`config.mk`:
```
export PLATFORM = sky130hd
export DESIGN_NAME = exception_sequencer
export DESIGN_NICKNAME = d
export VERILOG_FILES = /design/src/rtl/exception_sequencer_pkg.sv /design/src/rtl/exc_priority_enc.sv /design/src/rtl/exception_sequencer.sv
export SDC_FILE = /design/constraint.sdc
export NUM_CORES = 1
export LEC_CHECK = 0
export CAP_MARGIN = 0
export CORE_UTILIZATION = 38
export DETAILED_ROUTE_END_ITERATION = 8
export PLACE_DENSITY = 0.85
export SLEW_MARGIN = 20
export SYNTH_ARGS = -nofsm -noshare
export SYNTH_HDL_FRONTEND = slang
export SYNTH_SLANG_ARGS = --single-unit
```
`constraint.sdc`:
```
create_clock -name clk -period 2.6 [get_ports clk]
set_clock_uncertainty 0.05 [all_clocks]
set_input_delay 0.39 -clock clk [delete_from_list [all_inputs] [get_ports clk]]
set_output_delay 0.39 -clock clk [all_outputs]
set_load 0.05 [all_outputs]
```
`src/rtl/exception_sequencer_pkg.sv`:
```
// Shared definitions for the exception sequencer: state encoding, cause codes and
// the memory-address mux select that control drives while the sequencer owns the bus.
package exception_sequencer_pkg;

  typedef enum logic [2:0] {
    StIdle = 3'd0,
    StAddr = 3'd1,
    StWait = 3'd2,
    StLoad = 3'd3,
    StDone = 3'd4
  } exc_state_e;

  localparam logic [1:0] CAUSE_NONE = 2'b00;
  localparam logic [1:0] CAUSE_OPC  = 2'b01;
  localparam logic [1:0] CAUSE_OVF  = 2'b10;
  localparam logic [1:0] CAUSE_DIV0 = 2'b11;

  // MemAdd select used by the main control FSM while ExcBusOwn is high.
  localparam logic [1:0] MEMADD_EXC = 2'b01;

endpackage

```
`src/rtl/exc_priority_enc.sv`:
```
// Fixed-priority encoder: three exception requests to a 2-bit cause and its vector
// byte address. Opcode beats overflow beats divide-by-zero.
module exc_priority_enc
  import exception_sequencer_pkg::*;
#(
  parameter logic [31:0] VEC_OPCODE   = 32'd253,
  parameter logic [31:0] VEC_OVERFLOW = 32'd254,
  parameter logic [31:0] VEC_DIVZERO  = 32'd255
) (
  input  logic        opcode_i,
  input  logic        overflow_i,
  input  logic        divzero_i,
  output logic [1:0]  cause_o,
  output logic [31:0] vec_o
);

  always_comb begin
    cause_o = CAUSE_NONE;
    vec_o   = '0;
    if (opcode_i) begin
      cause_o = CAUSE_OPC;
      vec_o   = VEC_OPCODE;
    end else if (overflow_i) begin
      cause_o = CAUSE_OVF;
      vec_o   = VEC_OVERFLOW;
    end else if (divzero_i) begin
      cause_o = CAUSE_DIV0;
      vec_o   = VEC_DIVZERO;
    end
  end

endmodule

```
`src/rtl/exception_sequencer.sv`:
```
// Multicycle exception front-end: saves EPC, reads the handler byte from the vector
// address over the shared memory bus, then loads PC with it. All outputs registered.
module exception_sequencer
  import exception_sequencer_pkg::*;
#(
  parameter logic [31:0] VEC_OPCODE   = 32'd253,
  parameter logic [31:0] VEC_OVERFLOW = 32'd254,
  parameter logic [31:0] VEC_DIVZERO  = 32'd255,
  parameter int unsigned MEM_LATENCY  = 1
) (
  input  logic        clk,
  input  logic        reset,
  input  logic        ExcOpcode,
  input  logic        ExcOverflow,
  input  logic        ExcDivZero,
  input  logic [31:0] PC,
  input  logic [31:0] MemData,
  output logic [31:0] ExceptionAddress,
  output logic        ExcBusOwn,
  output logic [31:0] EPCOut,
  output logic        EPCWrite,
  output logic [31:0] PCOut,
  output logic        PCWrite,
  output logic [1:0]  ExcCause,
  output logic        Busy,
  output logic        ExcDone
);

  localparam logic [2:0] WaitInit = 3'(MEM_LATENCY - 1);

  exc_state_e  state_q;
  logic [2:0]  wait_cnt_q;
  logic [1:0]  req_cause;
  logic [31:0] req_vec;
  logic        unused_memdata;

  // Only the handler byte is architecturally meaningful.
  assign unused_memdata = ^MemData[31:8];

  exc_priority_enc #(
    .VEC_OPCODE  (VEC_OPCODE),
    .VEC_OVERFLOW(VEC_OVERFLOW),
    .VEC_DIVZERO (VEC_DIVZERO)
  ) u_prio (
    .opcode_i  (ExcOpcode),
    .overflow_i(ExcOverflow),
    .divzero_i (ExcDivZero),
    .cause_o   (req_cause),
    .vec_o     (req_vec)
  );

  always_ff @(posedge clk) begin
    if (!reset) begin
      state_q          <= StIdle;
      wait_cnt_q       <= '0;
      ExceptionAddress <= '0;
      ExcBusOwn        <= 1'b0;
      EPCOut           <= '0;
      EPCWrite         <= 1'b0;
      PCOut            <= '0;
      PCWrite          <= 1'b0;
      ExcCause         <= CAUSE_NONE;
      Busy             <= 1'b0;
      ExcDone          <= 1'b0;
    end else begin
      EPCWrite <= 1'b0;
      PCWrite  <= 1'b0;
      ExcDone  <= 1'b0;
      unique case (state_q)
        StIdle: begin
          if (req_cause != CAUSE_NONE) begin
            ExcCause         <= req_cause;
            ExceptionAddress <= req_vec;
            EPCOut           <= PC - 32'd4;
            EPCWrite         <= 1'b1;
            ExcBusOwn        <= 1'b1;
            Busy             <= 1'b1;
            wait_cnt_q       <= WaitInit;
            state_q          <= StAddr;
          end
        end
        StAddr: state_q <= StWait;
        StWait: begin
          // Sampling on the exit edge of the last WAIT cycle lands the data after
          // MEM_LATENCY cycles of address hold, with PCOut valid alongside PCWrite.
          if (wait_cnt_q == 3'd0) begin
            PCOut   <= {24'b0, MemData[7:0]};
            PCWrite <= 1'b1;
            state_q <= StLoad;
          end else begin
            wait_cnt_q <= wait_cnt_q - 3'd1;
          end
        end
        StLoad: begin
          ExcBusOwn <= 1'b0;
          ExcDone   <= 1'b1;
          state_q   <= StDone;
        end
        StDone: begin
          Busy    <= 1'b0;
          state_q <= StIdle;
        end
        default: state_q <= StIdle;
      endcase
    end
  end

endmodule

```
# Yosys cells after proc, flatten, opt, wreduce, memory -nomap -nowiden
# Cells that the tools add are included.
[word_totals] wordCells=52 regBits=85 in_bits=69 output_inout_bits=103
[classes] addsub=2 reduce_logical=14 n_eq_ne=7 mux=18
[ops] operator="2-to-1 mux 32 bit" n=2
[ops] operator="subtractor 32 x 3 -> 32 bit (second input constant)" n=1
[ops] operator="AND reduction 2 bit" n=7
[ops] operator="2-to-1 mux 3 bit" n=4
[ops] operator="case mux 3 bit (4 select lines)" n=1
[ops] operator="2-to-1 mux 8 bit" n=1
[ops] operator="nonzero test 2 bit" n=4
[ops] operator="== test 3 x 2 -> 1 bit (second input constant)" n=2
[ops] operator="zero test 3 bit" n=2
[ops] operator="2-to-1 mux 2 bit" n=3
[ops] operator="!= test 2 bit (second input constant)" n=3
[ops] operator="case mux 3 bit (2 select lines)" n=1
[ops] operator="2-to-1 mux 1 bit" n=4
[ops] operator="case mux 1 bit (2 select lines)" n=2
[ops] operator="== test 3 x 1 -> 1 bit (second input constant)" n=1
[ops] operator="== test 3 bit (second input constant)" n=1
[ops] operator="AND reduction 3 bit" n=1
[ops] operator="subtractor 3 x 1 -> 3 bit (second input constant)" n=1

# Logic depth before layout (Yosys ltp)
# Gate-level depths: netlist of the first run.
[depth] word_depth=6 mapped_depth=7 depth_no_buf=7

# By module
# Synthesis of the first run repeated with hierarchy kept, for this count alone.
[hier_totals] cells_unflattened=481 hier_area_um2=3937.5
[modules_own_cells] module="exception_sequencer" cells_per_inst=444 instances=1 area_per_inst_um2=3674.8 seq_area_each_um2=1701.6
[modules_own_cells] module="exc_priority_enc" cells_per_inst=37 instances=1 area_per_inst_um2=262.8 seq_area_each_um2=0.0

# Worst setup path before layout of the first run
# No wires, ideal clock.
[synth_path] path_kind="input port to flip-flop" startpoint="in PC[3]" endpoint="reg EPCOut[13]" required_time_ns=2.471 arrival_time_ns=2.177 n_path_buf=1 setup_time_ns=0.079 cell_stages=6 slack_ns=0.294 cell_sequence="or4_4 > or3b_1 > buf_2 > or4_4 > xor2_1 > a211oi_2"
[synth_between] elab_chain_cells=1
[synth_lines] item="from (decl)" line_no="exception_sequencer.sv:16" text="input logic [31:0] PC,"
[synth_lines] item="subtractor 32 x 3 -> 32 bit" line_no="exception_sequencer.sv:74" text="EPCOut <= PC - 32'd4;"
[synth_lines] item="to (signal assigned)" line_no="exception_sequencer.sv:74"
[synth_lines] item="to (decl)" line_no="exception_sequencer.sv:20" text="output logic [31:0] EPCOut,"
# No other way between the ends.
# A chain may end at the register's enable or synchronous reset.

# Worst setup path after layout of the first run
# Same ends and word-level chain as after synthesis.

==> flow_summary.json, run 1 <==
{
  "worstSetupEndpointType": "register",
  "vdd_ir_drop_max_mv": 0.5248,
  "track_usage": 0.1827,
  "portBuffers": 99,
  "p_clk_frac": 0.119,
  "yosys.area_share.xor_xnor": 0.08060,
  "vias": 2599,
  "critPathMaxStageDelay_ns": 0.55,
  "seq_power_share": 0.300,
  "drc": 0,
  "n_antenna_cell": 0,
  "drive_gt1_frac": 0.08804,
  "ys_warn_count": 0,
  "path_delay_family": "simple AND/OR/NAND/NOR gates",
  "worstPathRequired_ns": 2.79,
  "htree_levels": 2,
  "slew_headroom": 0.5850,
  "synth_most_common_cell": "buf_4",
  "postRouteAntennaNets": 0,
  "via_per_inst": 4.795,
  "tritoncts": "done",
  "hold_class": "register to register",
  "power.leakage_uw": 0.001548,
  "post-cts-setup-buffers": 0,
  "placed_cells": 534,
  "fmax_mhz": 402.6,
  "insertion_delay_ns": 0.31,
  "grt_pass1_wl_mm": 11.00,
  "postSynth.asyncResetShare": 0,
  "worst-path-stages": 6,
  "wl_per_cell_um": 12.94,
  "core_area_um2": 7214,
  "setup_viol": 0,
  "synth.avg_cell_area_um2": 8.459,
  "die_w_um": 88.23,
  "clock_path_buffers": 2,
  "dieArea_um2": 7784,
  "maxCapViolCount": 0,
  "io_pins": 172,
  "power_switching_share": 0.5030,
  "die_h_um": 88.23,
  "synthCells": 334,
  "postCtsHoldBufs": 0,
  "grt_antenna_before_repair": 0,
  "synth_fa_ha_area_frac": 0.01329,
  "synth_edf_count": 0,
  "start_util": 0.3916,
  "pre_cts_slack_ns": -0.2059,
  "drt_iter0_drc": 60,
  "critical_path_buf_inv_count": 1,
  "synth_top_family_by_area": "simple AND/OR/NAND/NOR gates",
  "critical_path.most_common_cell": "or4_4",
  "instances_no_fill": 542,
  "first_pass_iters": 4,
  "cts.clk_slew.worst_paths_ns": 0.10,
  "r2r_cells": 5,
  "switchingPower_uw": 2044,
  "p_per_area_nw_per_um2": 1029,
  "synthSimpleGateAreaFrac": 0.1802,
  "synth-compound-area-share": 0.1364,
  "fin_crit_ns": 2.484,
  "synthToLayoutAreaGrowth_pct": 39.73,
  "cts_sinks": 54,
  "final_util": 0.5472,
  "grt_pass1_vias": 2362,
  "yosysSeqAreaShare": 0.3826,
  "path_max_fanout": 6,
  "layout_setup_ws_ns": 0.1164,
  "synth_cell_types": 41,
  "root_buffer": "clkbuf_8",
  "yosys-top-cells-count": "buf_4, dfxtp_1, nor2_1",
  "critPathLaunchType": "input port",
  "status": "finished clean",
  "grt_max_degree": 63,
  "grt_overflow_total": 0,
  "rows": 31,
  "netlist_area_um2": 2825,
  "worstSetupPathType": "input port to register",
  "nNetsFinal": 514,
  "fin_crit_sh": 0.9552,
  "synth_largest_area_cell": "dfxtp_1",
  "path_cells": "clkdlybuf4s50_1 -> or4_4 -> or3b_1 -> or4_4 -> xor2_1 -> a211oi_2",
  "hpwlAfterDp_mm": 5.395,
  "worstHoldPathCells": 2,
  "synth_top_cell_area_share": 0.3826,
  "cts_buffers": 5,
  "synth_seq_cells": 54,
  "yosys-top-cells-area": "dfxtp_1, buf_4, a21oi_1",
  "cts_resized": 0,
  "rsz0062_at_grt": "no",
  "finalHoldViolations": 0,
  "comb_power_share": 0.581,
  "globalplace.congestion": 0.8357,
  "nFillCells": 669,
  "tightest_slew_ns": 0.6177,
  "arrival_ns": 2.67,
  "finalMaxSlewViolations": 0,
  "muxShareOfSynthArea": 0.02834,
  "slowest_stage": "or4_4",
  "synth_top_flop_cell": "dfxtp_1",
  "wl_mm": 7.014,
  "p_int_uw": 2019
}
flip-flops by register name (all words and copies together) (netlist names):
register / count
ExcBusOwn: 1
ExcCause: 1
wait_cnt_q: 3
state_q: 3
PCWrite: 1
EPCWrite: 1
ExcDone: 1
Busy: 1
EPCOut: 32
ExceptionAddress: 2
PCOut: 8
placed cells by master, fill, tap and decap left out, drive strengths merged, types with 4 or more instances in the layout:
cell type,instances
clkdlybuf4s50,99
dfxtp,54
conb,48
nor2,34
a21oi,27
buf,25
o21ai,24
xnor2,15
nor4,12
nor3,11
xor2,11
nand2,10
inv,9
mux2i,8
a211oi,7
or4,7
clkbuf,5
nand3,4
cell type report:
class,instances,area [µm²],share of cell area
inverters,8,30.03,0.007607
well taps,99,123.9,0.03138
clock buffers,5,68.82,0.01743
multi-input cells,249,1428,0.3616
clock inverters,3,25.02,0.006339
flip-flops and latches,54,1081,0.2739
repair buffers,124,1191,0.3017
worst reg2reg max path: cells and delay by family, from the launching register on:
| family | cells | cell delay, ns |
|---|---|---|
| AO/OA/AOI/OAI | 1 | 0.23 |
| buffers and inverters | 1 | 0.25 |
| flip-flops | 1 | 0.38 |
| AND/OR/NAND/NOR | 3 | 0.91 |
per-stage QoR:
stage	setup TNS, ns	total power [µW]	cell area (µm²)	hold WS [ns]
after floorplan	0	2902	3002	0.3936
after CTS	0	4092	3948	0.4184
after global routing	0	4285	3948	0.4342
final	0	4063	3948	0.4162
after detailed placement	-0.7925	3599	3854	0.4040
after global placement	-0.5614	3551	3854	0.3969
power groups by stage:
stage               Combinational (µW)  Sequential, µW  Clock, µW
global placement                  2330            1220          0
detailed placement                2360            1240          0
CTS                               2370            1220        502
finish                            2360            1220        483
floorplan                          880            2020          0
global route                      2490            1260        543
cells by family after synthesis:
| logic type | Yosys count |
|---|---|
| simple gates | 97 |
| other cells | 1 |
| xor+xnor | 26 |
| buf+inv | 78 |
| compound gates | 67 |
| mux | 8 |
| flops | 54 |
| fa+ha+maj | 3 |
routing by layer:
metal | track usage | share of wire | vias to the layer above
met5 | 0 | 0 | -
met4 | 0.04839 | 0.011 | 0
met3 | 0.03825 | 0.067 | 13
met2 | 0.3385 | 0.52 | 118
met1 | 0.2125 | 0.40 | 1196
li1 | - | - | 1272
worst paths after layout:
kind                                                end                    start  slack, ns
worst max-delay path            EPCOut[13]$_SDFFE_PN0P_                    PC[3]       0.12
worst min-delay path             EPCOut[0]$_SDFFE_PN0P_   EPCOut[0]$_SDFFE_PN0P_       0.42
worst max register to register   EPCOut[5]$_SDFFE_PN0P_  state_q[0]$_SDFFE_PN0P_       0.68
worst min register to register   EPCOut[0]$_SDFFE_PN0P_   EPCOut[0]$_SDFFE_PN0P_       0.42
Power figures use the tool's default switching activity.
==> run 2: changes to the inputs <==
--- a/config.mk
+++ b/config.mk
@@ -7,6 +7,7 @@
 export LEC_CHECK = 0
 export CAP_MARGIN = 0
 export CORE_UTILIZATION = 38
+export CTS_CLUSTER_SIZE = 40
 export DETAILED_ROUTE_END_ITERATION = 8
 export PLACE_DENSITY = 0.85
 export SLEW_MARGIN = 20
==> results of run 2 <==
Final layout, timing and power as in run 1 (identical DEF).
